**src/rtl/bridge_pkg.sv**
```systemverilog
// ============================================================================
// Module   : bridge_pkg
// Brief    : Shared FSM encoding, register offsets and defaults for sys_bridge_n
// Revision : 1.0 - initial release
// ============================================================================
`default_nettype none

package bridge_pkg;

  typedef enum logic [1:0] {
    S_IDLE   = 2'd0,
    S_ACCESS = 2'd1,
    S_RESP   = 2'd2
  } state_t;

  // Word offsets inside the bridge register slot
  localparam logic [1:0]  IRQ_MASK_OFF   = 2'd0;
  localparam logic [1:0]  IRQ_RAW_OFF    = 2'd1;

  localparam logic [31:0] DEF_BASE       = 32'h0000_7F00;
  localparam int          DEF_SLOT_SHIFT = 4;

endpackage

`default_nettype wire

```
**src/rtl/bridge_addr_decode.sv**
```systemverilog
// ============================================================================
// Module   : bridge_addr_decode
// Brief    : Maps a CPU byte address onto a device slot, the bridge slot or unmapped
// Revision : 1.0 - initial release
// ============================================================================
`default_nettype none

module bridge_addr_decode
  import bridge_pkg::*;
#(
  parameter int          NDEV       = 2,
  parameter logic [31:0] BASE       = DEF_BASE,
  parameter int          SLOT_SHIFT = DEF_SLOT_SHIFT
) (
  input  logic [31:0] i_addr,
  output logic [2:0]  o_slot,
  output logic        o_hit_dev,
  output logic        o_hit_bridge,
  output logic        o_unmapped
);

  localparam logic [31:0] c_base_page = BASE >> SLOT_SHIFT;

  logic [31:0] w_page;
  logic [31:0] w_rel;

  // Addresses below BASE wrap to huge slot numbers and fall out as unmapped
  assign w_page       = i_addr >> SLOT_SHIFT;
  assign w_rel        = w_page - c_base_page;
  assign o_hit_dev    = (w_rel < 32'(NDEV));
  assign o_hit_bridge = (w_rel == 32'(NDEV));
  assign o_unmapped   = !(o_hit_dev || o_hit_bridge);
  assign o_slot       = w_rel[2:0];

endmodule

`default_nettype wire

```
**src/rtl/sys_bridge_n.sv**
```systemverilog
// ============================================================================
// Module   : sys_bridge_n
// Brief    : Registered CPU-to-device bridge with wait states, bus timeout and IRQ mask
// Revision : 1.0 - initial release
// ============================================================================
`default_nettype none

module sys_bridge_n
  import bridge_pkg::*;
#(
  parameter int          NDEV       = 2,
  parameter logic [31:0] BASE       = DEF_BASE,
  parameter int          SLOT_SHIFT = DEF_SLOT_SHIFT,
  parameter int          TIMEOUT    = 15
) (
  input  logic                  clk,
  input  logic                  reset,
  input  logic [31:0]           PrAddr,
  input  logic [31:0]           PrWD,
  input  logic                  PrWE,
  input  logic                  PrReq,
  output logic                  PrReady,
  output logic [31:0]           PrRD,
  output logic                  PrErr,
  output logic [SLOT_SHIFT-3:0] Dev_Addr,
  output logic [31:0]           Dev_DataIn,
  output logic [NDEV-1:0]       Dev_Sel,
  output logic                  Dev_WE,
  input  logic [NDEV-1:0]       Dev_Ack,
  input  logic [32*NDEV-1:0]    Dev_RD,
  input  logic [NDEV-1:0]       Dev_IRQ,
  output logic [5:0]            HWInt
);

  localparam int         c_offw     = SLOT_SHIFT - 2;
  localparam logic [7:0] c_cnt_last = 8'(TIMEOUT - 1);

  state_t              r_state, w_state_n;
  logic                r_ready, w_ready_n;
  logic                r_err, w_err_n;
  logic [31:0]         r_rd, w_rd_n;
  logic [NDEV-1:0]     r_sel, w_sel_n;
  logic                r_we, w_we_n;
  logic [c_offw-1:0]   r_addr, w_addr_n;
  logic [31:0]         r_wdata, w_wdata_n;
  logic [7:0]          r_cnt, w_cnt_n;
  logic [NDEV-1:0]     r_mask, w_mask_n;
  logic [5:0]          r_hwint;

  logic [2:0]          w_slot;
  logic                w_hit_dev, w_hit_bridge, w_unmapped;
  logic [NDEV-1:0]     w_onehot;
  logic [c_offw-1:0]   w_off;
  logic                w_ack;
  logic [31:0]         w_dev_rd;
  logic [31:0]         w_reg_rd;

  bridge_addr_decode #(
    .NDEV       (NDEV),
    .BASE       (BASE),
    .SLOT_SHIFT (SLOT_SHIFT)
  ) u_decode (
    .i_addr       (PrAddr),
    .o_slot       (w_slot),
    .o_hit_dev    (w_hit_dev),
    .o_hit_bridge (w_hit_bridge),
    .o_unmapped   (w_unmapped)
  );

  assign w_off = PrAddr[SLOT_SHIFT-1:2];
  assign w_ack = |(Dev_Ack & r_sel);

  always_comb begin
    w_onehot = '0;
    for (int k = 0; k < NDEV; k++) w_onehot[k] = (w_slot == 3'(k));
  end

  // Read-data mux keyed by the held one-hot select
  always_comb begin
    w_dev_rd = '0;
    for (int k = 0; k < NDEV; k++)
      if (r_sel[k]) w_dev_rd = w_dev_rd | Dev_RD[32*k +: 32];
  end

  always_comb begin
    w_reg_rd = '0;
    if (w_off == c_offw'(IRQ_MASK_OFF))     w_reg_rd = 32'(r_mask);
    else if (w_off == c_offw'(IRQ_RAW_OFF)) w_reg_rd = 32'(Dev_IRQ);
  end

  always_comb begin
    w_state_n = r_state;
    w_ready_n = 1'b0;
    w_err_n   = r_err;
    w_rd_n    = r_rd;
    w_sel_n   = r_sel;
    w_we_n    = r_we;
    w_addr_n  = r_addr;
    w_wdata_n = r_wdata;
    w_cnt_n   = r_cnt;
    w_mask_n  = r_mask;
    case (r_state)
      S_IDLE: begin
        if (PrReq) begin
          if (w_hit_dev) begin
            w_addr_n  = w_off;
            w_wdata_n = PrWD;
            w_we_n    = PrWE;
            w_sel_n   = w_onehot;
            w_cnt_n   = '0;
            w_state_n = S_ACCESS;
          end else if (w_hit_bridge) begin
            if (PrWE && (w_off == c_offw'(IRQ_MASK_OFF))) w_mask_n = PrWD[NDEV-1:0];
            w_rd_n    = PrWE ? '0 : w_reg_rd;
            w_err_n   = 1'b0;
            w_ready_n = 1'b1;
            w_state_n = S_RESP;
          end else if (w_unmapped) begin
            w_rd_n    = '0;
            w_err_n   = 1'b1;
            w_ready_n = 1'b1;
            w_state_n = S_RESP;
          end
        end
      end
      S_ACCESS: begin
        // An ack on the final counted cycle still wins over the timeout
        if (w_ack) begin
          w_rd_n    = r_we ? '0 : w_dev_rd;
          w_err_n   = 1'b0;
          w_ready_n = 1'b1;
          w_sel_n   = '0;
          w_state_n = S_RESP;
        end else if (r_cnt == c_cnt_last) begin
          w_rd_n    = '0;
          w_err_n   = 1'b1;
          w_ready_n = 1'b1;
          w_sel_n   = '0;
          w_state_n = S_RESP;
        end else if (r_cnt != 8'hFF) begin
          w_cnt_n = r_cnt + 8'd1;
        end
      end
      S_RESP: begin
        w_err_n   = 1'b0;
        w_state_n = S_IDLE;
      end
      default: w_state_n = S_IDLE;
    endcase
  end

  always_ff @(posedge clk or posedge reset) begin
    if (reset) begin
      r_state <= S_IDLE;
      r_ready <= 1'b0;
      r_err   <= 1'b0;
      r_rd    <= '0;
      r_sel   <= '0;
      r_we    <= 1'b0;
      r_addr  <= '0;
      r_wdata <= '0;
      r_cnt   <= '0;
      r_mask  <= '1;
      r_hwint <= '0;
    end else begin
      r_state <= w_state_n;
      r_ready <= w_ready_n;
      r_err   <= w_err_n;
      r_rd    <= w_rd_n;
      r_sel   <= w_sel_n;
      r_we    <= w_we_n;
      r_addr  <= w_addr_n;
      r_wdata <= w_wdata_n;
      r_cnt   <= w_cnt_n;
      r_mask  <= w_mask_n;
      r_hwint <= 6'(Dev_IRQ & r_mask);
    end
  end

  assign PrReady    = r_ready;
  assign PrErr      = r_err;
  assign PrRD       = r_rd;
  assign Dev_Sel    = r_sel;
  assign Dev_WE     = r_we;
  assign Dev_Addr   = r_addr;
  assign Dev_DataIn = r_wdata;
  assign HWInt      = r_hwint;

endmodule

`default_nettype wire
```
**config.mk**
```make
export PLATFORM = sky130hd
export DESIGN_NAME = sys_bridge_n
export DESIGN_NICKNAME = d
export VERILOG_FILES = /design/src/rtl/bridge_pkg.sv /design/src/rtl/bridge_addr_decode.sv /design/src/rtl/sys_bridge_n.sv
export SDC_FILE = /design/constraint.sdc
export NUM_CORES = 1
export LEC_CHECK = 0
export CELL_PAD_IN_SITES_DETAIL_PLACEMENT = 2
export CELL_PAD_IN_SITES_GLOBAL_PLACEMENT = 2
export CORE_MARGIN = 3
export CORE_UTILIZATION = 24
export CTS_BUF_LIST = sky130_fd_sc_hd__clkbuf_4 sky130_fd_sc_hd__clkbuf_8
export CTS_CLUSTER_DIAMETER = 30
export CTS_CLUSTER_SIZE = 10
export DETAILED_ROUTE_END_ITERATION = 16
export PLACE_DENSITY_LB_ADDON = 0.1
export SETUP_SLACK_MARGIN = 0.2
export SYNTH_ARGS = -nofsm -noshare
export SYNTH_HDL_FRONTEND = slang
export SYNTH_HIERARCHICAL = 1
export SYNTH_SLANG_ARGS = --single-unit
```
**constraint.sdc**
```tcl
create_clock -name clk -period 3.36 [get_ports clk]
set_clock_uncertainty 0.1 [all_clocks]
set_input_delay 0.672 -clock clk [delete_from_list [all_inputs] [get_ports clk]]
set_output_delay 0.672 -clock clk [all_outputs]
set_load 0.01 [all_outputs]
```
==> reports/qor.txt, run 1 <==
Clock Latency Late Sink: 380 ps
Crit. End Element: flip-flop
met2 Resource Use GR: 25.6%
layout cells sized above 1: 20.3%
PwrDens: 342 nW/um^2
die area: 18700 sq um
CTS root buf: clkbuf_8
Starting Density: 24.7%
hold_ws: 412 ps
DP Cell Count: 760
M1 GR Usage: 16.7%
Final Hold Fails: 0
Total GRT Usage: 15.0%
EDFF count, synth: 0
FILL cells: 1709
predominant post-synthesis flop cell: dfrtp_1
CTS Hold Bufs: 0
top cell type's share of synthesized area: 50.5%
die height: 137 um
Rows: 47
worst hold-check path type: reg -> reg
clock tree buffer depth: 2
critical path class: in -> reg
Yosys cell types: 44
area leader, netlist: dfrtp_1
diodes inserted: 0
Tot Pwr: 2260 uW
peak supply drop: 0.173 mV
drc violations: 0
Synth Warn #: 6
antenna violations before repair: 2
min cycle time layout: 2920 ps
CTS tree: yes
Clock Sinks: 85
largest net degree at the start of global routing: 86
FFs w/ async S/R, synth: 100%
synthesized area: 4110 sq um
final period utilization: 87.0%
crit path max fanout: 23
Register-to-Register Path Depth: 7
Core Region: 16600 sq um
vias per inst: 4.59
number of DRC markers in iteration 0: 91
top-level I/O count: 213
startpoint types: input pin
Chip Width: 137 um
Max-Cap Viols: 0
CP Data Required Time: 3510 ps
endpoints failing setup: 0
Crit path arrival time: 3080 ps
CTS HTree Levels: 3
max frequency: 342 MHz
Rel. slew slack: 56.9%
RSZ-0062 raised after global routing: no
gpl congestion: 0.741
status: finished clean
number of global-route vias before repair: 4057
#FFs+latches synth: 85
Area contributors post-synth: dfrtp_1, mux2_2, a22oi_1, nor2_1, buf_4
Final Net Count: 692
DRT Pass-1 Iters: 4
Detail Route Antenna Nets: 0
Via Count: 3563
grt ovf: 0
Hold Crit Depth: 1
critical path's slowest cell: clkdlybuf4s50_1
P&R area growth vs syn: 61.0%
Synth Area per Inst: 11.9 sq um
clock buffer count from CTS: 9
layer with the highest usage: met2
area occupied by multi-input gates: 1830 sq um
Worst-path clk slew: 80 ps
leak pwr: 0.00280 uW
crit-path cells: clkdlybuf4s50_1 -> nor4b_2 -> nand4_1 -> nor4_1 -> nor2_1 -> o21ai_1 -> o211ai_4 -> buf_12 -> mux2_1
Seq/Total Area, Yosys: 51.8%
Max stage delay on crit path: 420 ps
Mapped Cells: 346
Non-Filler Instances: 776
final slew viol count: 0
met3 usage: 6.29%
Register Area: 2130 sq um
drt total wl: 14.2 mm
first-pass GRT wire length: 21.8 mm
PortBufs: 206
post-detail-place hpwl: 10.8 mm
Slew @ Worst Pin: 646 ps
Routed WL per cell: 18.3 um
==> path summary, 6_finish.rpt <==
| path | startpoint | slack [ps] | endpoint |
|---|---|---|---|
| worst max-delay path | PrAddr[21] | 440 | PrRD[7] |
| worst min register to register | PrRD[12] | 410 | PrRD[12] |
| worst max register to register | r_state[1] | 850 | r_cnt[7] |
| worst min-delay path | PrRD[12] | 410 | PrRD[12] |
| max in group asynchronous | reset | 2160 | r_mask[0] |
| min in group asynchronous | reset | 590 | Dev_DataIn[3] |
==> cells in the mapped netlist (all sizes together), types with 2 or more instances <==
cell     n
nand4    4
inv      5
buf     16
dfstp    2
mux2    73
a22oi   33
clkbuf  11
nor2    36
a21oi    8
and2     2
or3      3
nand2   15
o21ai    5
nand2b   2
nor4b    5
o22ai    3
nand3    7
nor4     5
ha       5
or4      2
mux2i    2
nand3b   2
o31ai    4
dfrtp   83
==> flip-flops by register name (all words and copies together), names as in the netlist <==
signal,flops
Dev_DataIn,32
PrReady,1
PrRD,32
HWInt,2
Dev_Sel,2
Dev_Addr,2
r_cnt,8
Dev_WE,1
PrErr,1
r_mask,2
r_state,2
==> cells in the final DEF (no fill, tap or decap), types with 3 or more instances in the layout <==
master	n
clkbuf_8	10
inv_1	4
o22ai_1	3
conb_1	4
clkinv_2	3
a22oi_1	32
nor4b_1	3
mux2_2	72
clkdlybuf4s50_1	206
nand3_1	5
dfrtp_1	83
nor2_1	36
ha_1	5
o21ai_0	3
a21oi_1	8
nor4_1	4
o31ai_1	4
buf_4	10
or3_1	3
nand4_1	4
nand2_1	15
==> report_power, final <==
group	switching (uW)	leakage, uW	total, uW	internal, uW
logic	220	0.00154	510	289
clock network	410	0.0000930	703	293
registers	8.07	0.00117	1050	1040
==> repair_timing <==
item,CTS,global route
buffers inserted,0,0
resized for setup,0,2
setup endpoints to repair,0,33
==> per-layer routing <==
layer | wire length, um | part of all wire (%)
met1 | 5610 | 40
met2 | 6820 | 48
met3 | 1480 | 10
met4 | 250 | 1.8
met5 | 26 | 0.18
==> final cells by class <==
type / count / share of cell area [%]
clock buffer: 10 / 2.08
clock inverter: 6 / 0.662
inverter: 5 / 0.303
multi-input combinational: 232 / 27.7
sequential: 85 / 32.2
tap: 220 / 4.16
timing repair buffer: 218 / 32.9
==> critical path: cells and delay by family <==
kind / cells / cell delay (ps)
AOI/OAI and AO/OA: 2 / 450
buffers and inverters: 2 / 610
muxes: 1 / 310
and+or+nand+nor: 4 / 1020
==> cells by family after synthesis <==
logic type / synth area share [%]
adder cells (fa/ha/maj): 1.52
flip-flops: 51.8
buffers and inverters: 4.32
AND/OR/NAND/NOR: 11.5
multiplexers: 20.5
XOR/XNOR: 0.213
other: 0.0913
AO/OA/AOI/OAI: 9.99
==> through the flow <==
step / cell area, sq um / util (%) / setup TNS (ps) / setup WS [ps]
2_1_floorplan: 4120 / - / 0 / 398
3_3_place_gp: 6430 / 38.6 / -590 / -55.1
3_5_place_dp: 6430 / 38.6 / -3580 / -149
4_1_cts: 6610 / 39.7 / 0 / 260
5_1_grt: 6620 / 39.8 / 0 / 202
6_report: 6620 / 39.8 / 0 / 436
Note: power is estimated with default switching activity, not from simulation.
==> inputs of run 2 (changes only) <==
Settings changed: ABC_AREA set to 1.
==> run 2 against run 1 <==
Compared with the run above: via count increased by 42%; global-route usage up 1.5 points; synthesized area up 21%; utilization is 0.48 points lower; non-clock buffer count grew 12; power grew 19%; sequential share of layout area fell by 5.0 points; cell count up 44%; sequential power is essentially flat; synthesized cell count rose by 84%; die area increased by 20%; register-to-register slack improved by 380 ps.
==> reports/qor.txt, run 2 <==
PwrDens: 344 nW/um^2 (was 342 nW/um^2)
post-detail-place hpwl: 14.6 mm (was 10.8 mm)
grt ovf: 0 (unchanged)
Total GRT Usage: 16.4% (was 15.0%)
endpoints failing setup: 0 (unchanged)
met2 Resource Use GR: 29.3% (was 25.6%)
hold_ws: 390 ps (was 412 ps)
Final Hold Fails: 0 (unchanged)
FILL cells: 2259 (was 1709)
leak pwr: 0.00359 uW (was 0.00280 uW)
min cycle time layout: 2980 ps (was 2920 ps)
Max-Cap Viols: 0 (unchanged)
gpl congestion: 0.779 (was 0.741)
Mapped Cells: 637 (was 346)
layer with the highest usage: met2 (unchanged)
final slew viol count: 0 (unchanged)
CTS HTree Levels: 3 (unchanged)
CP Data Required Time: 3530 ps (was 3510 ps)
Slew @ Worst Pin: 501 ps (was 646 ps)
r2r setup slk: 1230 ps (was 850 ps)
max frequency: 335 MHz (was 342 MHz)
r2r startpoint: r_state[1] (unchanged)
Crit. End Element: flip-flop (unchanged)
Crit path arrival time: 3150 ps (was 3080 ps)
Rel. slew slack: 66.6% (was 56.9%)
area occupied by multi-input gates: 2600 sq um (was 1830 sq um)
die height: 150 um (was 137 um)
drc violations: 0 (unchanged)
top-level I/O count: 213 (unchanged)
Clock Latency Late Sink: 380 ps (about the same)
Register-to-Register Path Depth: 10 (was 7)
PortBufs: 206 (unchanged)
Hold Crit Depth: 2 (was 1)
met3 usage: 3.76% (was 6.29%)
EDFF count, synth: 0 (unchanged)
Clock Sinks: 85 (unchanged)
CTS tree: yes (unchanged)
Via Count: 5067 (was 3563)
FFs w/ async S/R, synth: 100% (unchanged)
drt total wl: 19.4 mm (was 14.2 mm)
hold path startpoint: PrErr (was PrRD[12])
Core Region: 19900 sq um (was 16600 sq um)
DP Cell Count: 1094 (was 760)
placed cell area: 7310 sq um (was 6430 sq um)
Seq/Total Area, Yosys: 42.9% (was 51.8%)
Register Area: 2130 sq um (unchanged)
crit path max fanout: 8 (was 23)
Final Net Count: 990 (was 692)
worst slack at placement: -138 ps (was -149 ps)
largest net degree at the start of global routing: 86 (unchanged)
M1 GR Usage: 19.8% (was 16.7%)
vias per inst: 4.53 (was 4.59)
number of global-route vias before repair: 5679 (was 4057)
post-route cell area: 7820 sq um (was 6620 sq um)
peak supply drop: 0.152 mV (was 0.173 mV)
Chip Width: 150 um (was 137 um)
startpoint types: input pin (unchanged)
final worst setup slack: 376 ps (was 436 ps)
clock tree buffer depth: 2 (unchanged)
Starting Density: 24.9% (was 24.7%)
most common cell in the synthesized netlist: nand2_1 (was dfrtp_1)
clock buffer count from CTS: 9 (unchanged)
worst hold-check path type: reg -> reg (unchanged)
CTS root buf: clkbuf_8 (unchanged)
final period utilization: 88.8% (was 87.0%)
synthesized area: 4960 sq um (was 4110 sq um)
first-pass GRT wire length: 29.5 mm (was 21.8 mm)
commonest non-fill, non-tap cells in the layout: nand2_1, clkdlybuf4s50_1, dfrtp_1 (was clkdlybuf4s50_1, dfrtp_1, mux2_2)
Detail Route Antenna Nets: 0 (unchanged)
Yosys cell types: 35 (was 44)
number of DRC markers in iteration 0: 135 (was 91)
Synth Warn #: 6 (unchanged)
Area contributors post-synth: dfrtp_1, nand2_1, a22o_1, o21ai_2, nor2_1 (was dfrtp_1, mux2_2, a22oi_1, nor2_1, buf_4)
predominant post-synthesis flop cell: dfrtp_1 (unchanged)
diodes inserted: 0 (unchanged)
r2r endpoint: PrRD[1] (was r_cnt[7])
Routed WL per cell: 17.4 um (was 18.3 um)
area leader, netlist: dfrtp_1 (unchanged)
Synth top cells by count: nand2_1, dfrtp_1, nor2_1, inv_1, a22o_1 (was dfrtp_1, mux2_2, nor2_1, a22oi_1, nand2_1)
die area: 22400 sq um (was 18700 sq um)
DRT Pass-1 Iters: 4 (unchanged)
RSZ-0062 raised after global routing: no (unchanged)
Worst-path clk slew: 90 ps (was 80 ps)
Synth Area per Inst: 7.79 sq um (was 11.9 sq um)
layout cells sized above 1: 17.1% (was 20.3%)
Non-Filler Instances: 1119 (was 776)
most common cell after layout, fill and taps aside: nand2_1 (was clkdlybuf4s50_1)
antenna violations before repair: 1 (was 2)
Rows: 51 (was 47)
critical path class: in -> reg (unchanged)
worst hold path endpoint: PrErr (was PrRD[12])
top cell type's share of synthesized area: 41.8% (was 50.5%)
P&R area growth vs syn: 57.5% (was 61.0%)
#FFs+latches synth: 85 (unchanged)
status: finished clean (unchanged)
==> run 2: cell types whose count changed after synthesis, sizes merged, moves of 22 or more <==
| cell | change |
|---|---|
| nand3 | +22 |
| mux2 | -73 |
| inv | +37 |
| o21ai | +37 |
| a22o | +31 |
| a22oi | -33 |
| nor2 | +25 |
| nand2 | +272 |
==> run 2: where the power goes <==
part	internal [uW]	total [uW]	switching, uW
combinational	417	850	433
sequential	1040	1050	10.7
clock	355	794	439
==> run 2: per-stage QoR <==
stage / power [uW] / setup TNS (ps) / util, %
after detailed placement: 1730 / -4240 / 36.7
after CTS: 2540 / 0 / 37.8
after floorplan: 1460 / 0 / -
after global placement: 1710 / -13.3 / 36.7
final: 2690 / 0 / 39.3
after global routing: 2840 / 0 / 39.3
==> run 2: cell type report <==
cell class | count | area share, %
clock buffers | 9 | 1.58
clock inverters | 7 | 1.02
inverters | 42 | 2.03
multi-input cells | 481 | 33.2
flip-flops and latches | 85 | 27.2
well taps | 265 | 4.24
repair buffers | 230 | 30.7
==> run 2: cells by family (layout without fill, tap and decap cells) <==
group / Yosys count / in the layout / synth area share, %
DFF: 85 / 85 / 42.9
adders and majority gates: 5 / 5 / 1.26
xor gates and xnor gates: 1 / 1 / 0.176
and+or+nand+nor: 390 / 390 / 34.8
AOI/OAI and AO/OA: 81 / 81 / 13.1
other: 1 / 4 / 0.0756
buffers and inverters: 74 / 288 / 7.61
==> run 2: worst max-delay path by stage <==
stage | start | to | slack (ps) | cells past startpoint
after global placement | PrAddr[8] | PrRD[31] | -3 | 19
final | PrAddr[8] | PrRD[10] | 380 | 19
after global routing | PrAddr[25] | PrRD[10] | 160 | 20
after floorplan | reset | Dev_Addr[0] | 400 | 1
after detailed placement | PrAddr[16] | r_cnt[2] | -140 | 18
after CTS | PrAddr[16] | r_cnt[2] | 270 | 18
==> run 2: repair_timing <==
| item | 4_1_cts | 5_1_grt |
|---|---|---|
| hold buffers | 0 | 0 |
| resized for setup | 0 | 46 |
| setup buffers | 0 | 4 |
| setup endpoints to repair | 0 | 72 |
==> run 2: critical path, stage by stage <==
cell and delay, ps:
clkdlybuf4s50_1 450, nand2_1 100, nor2_4 250, nand2_2 130
nand3_2 120, inv_1 50, nor2_1 110, nand2_1 70
nor2_2 140, nand2_2 110, nor2_4 100, nor2_1 60
nand2_1 80, nand2_2 80, nor2_4 160, nand2_8 130
clkbuf_16 190, nand2_2 70, o21ai_2 50
==> run 2: per-layer routing <==
layer / up-vias / routed length [um]
met4: 2 / 208
li1: 2439 / -
met3: 17 / 1160
met5: - / 13
met2: 147 / 9920
met1: 2462 / 8140
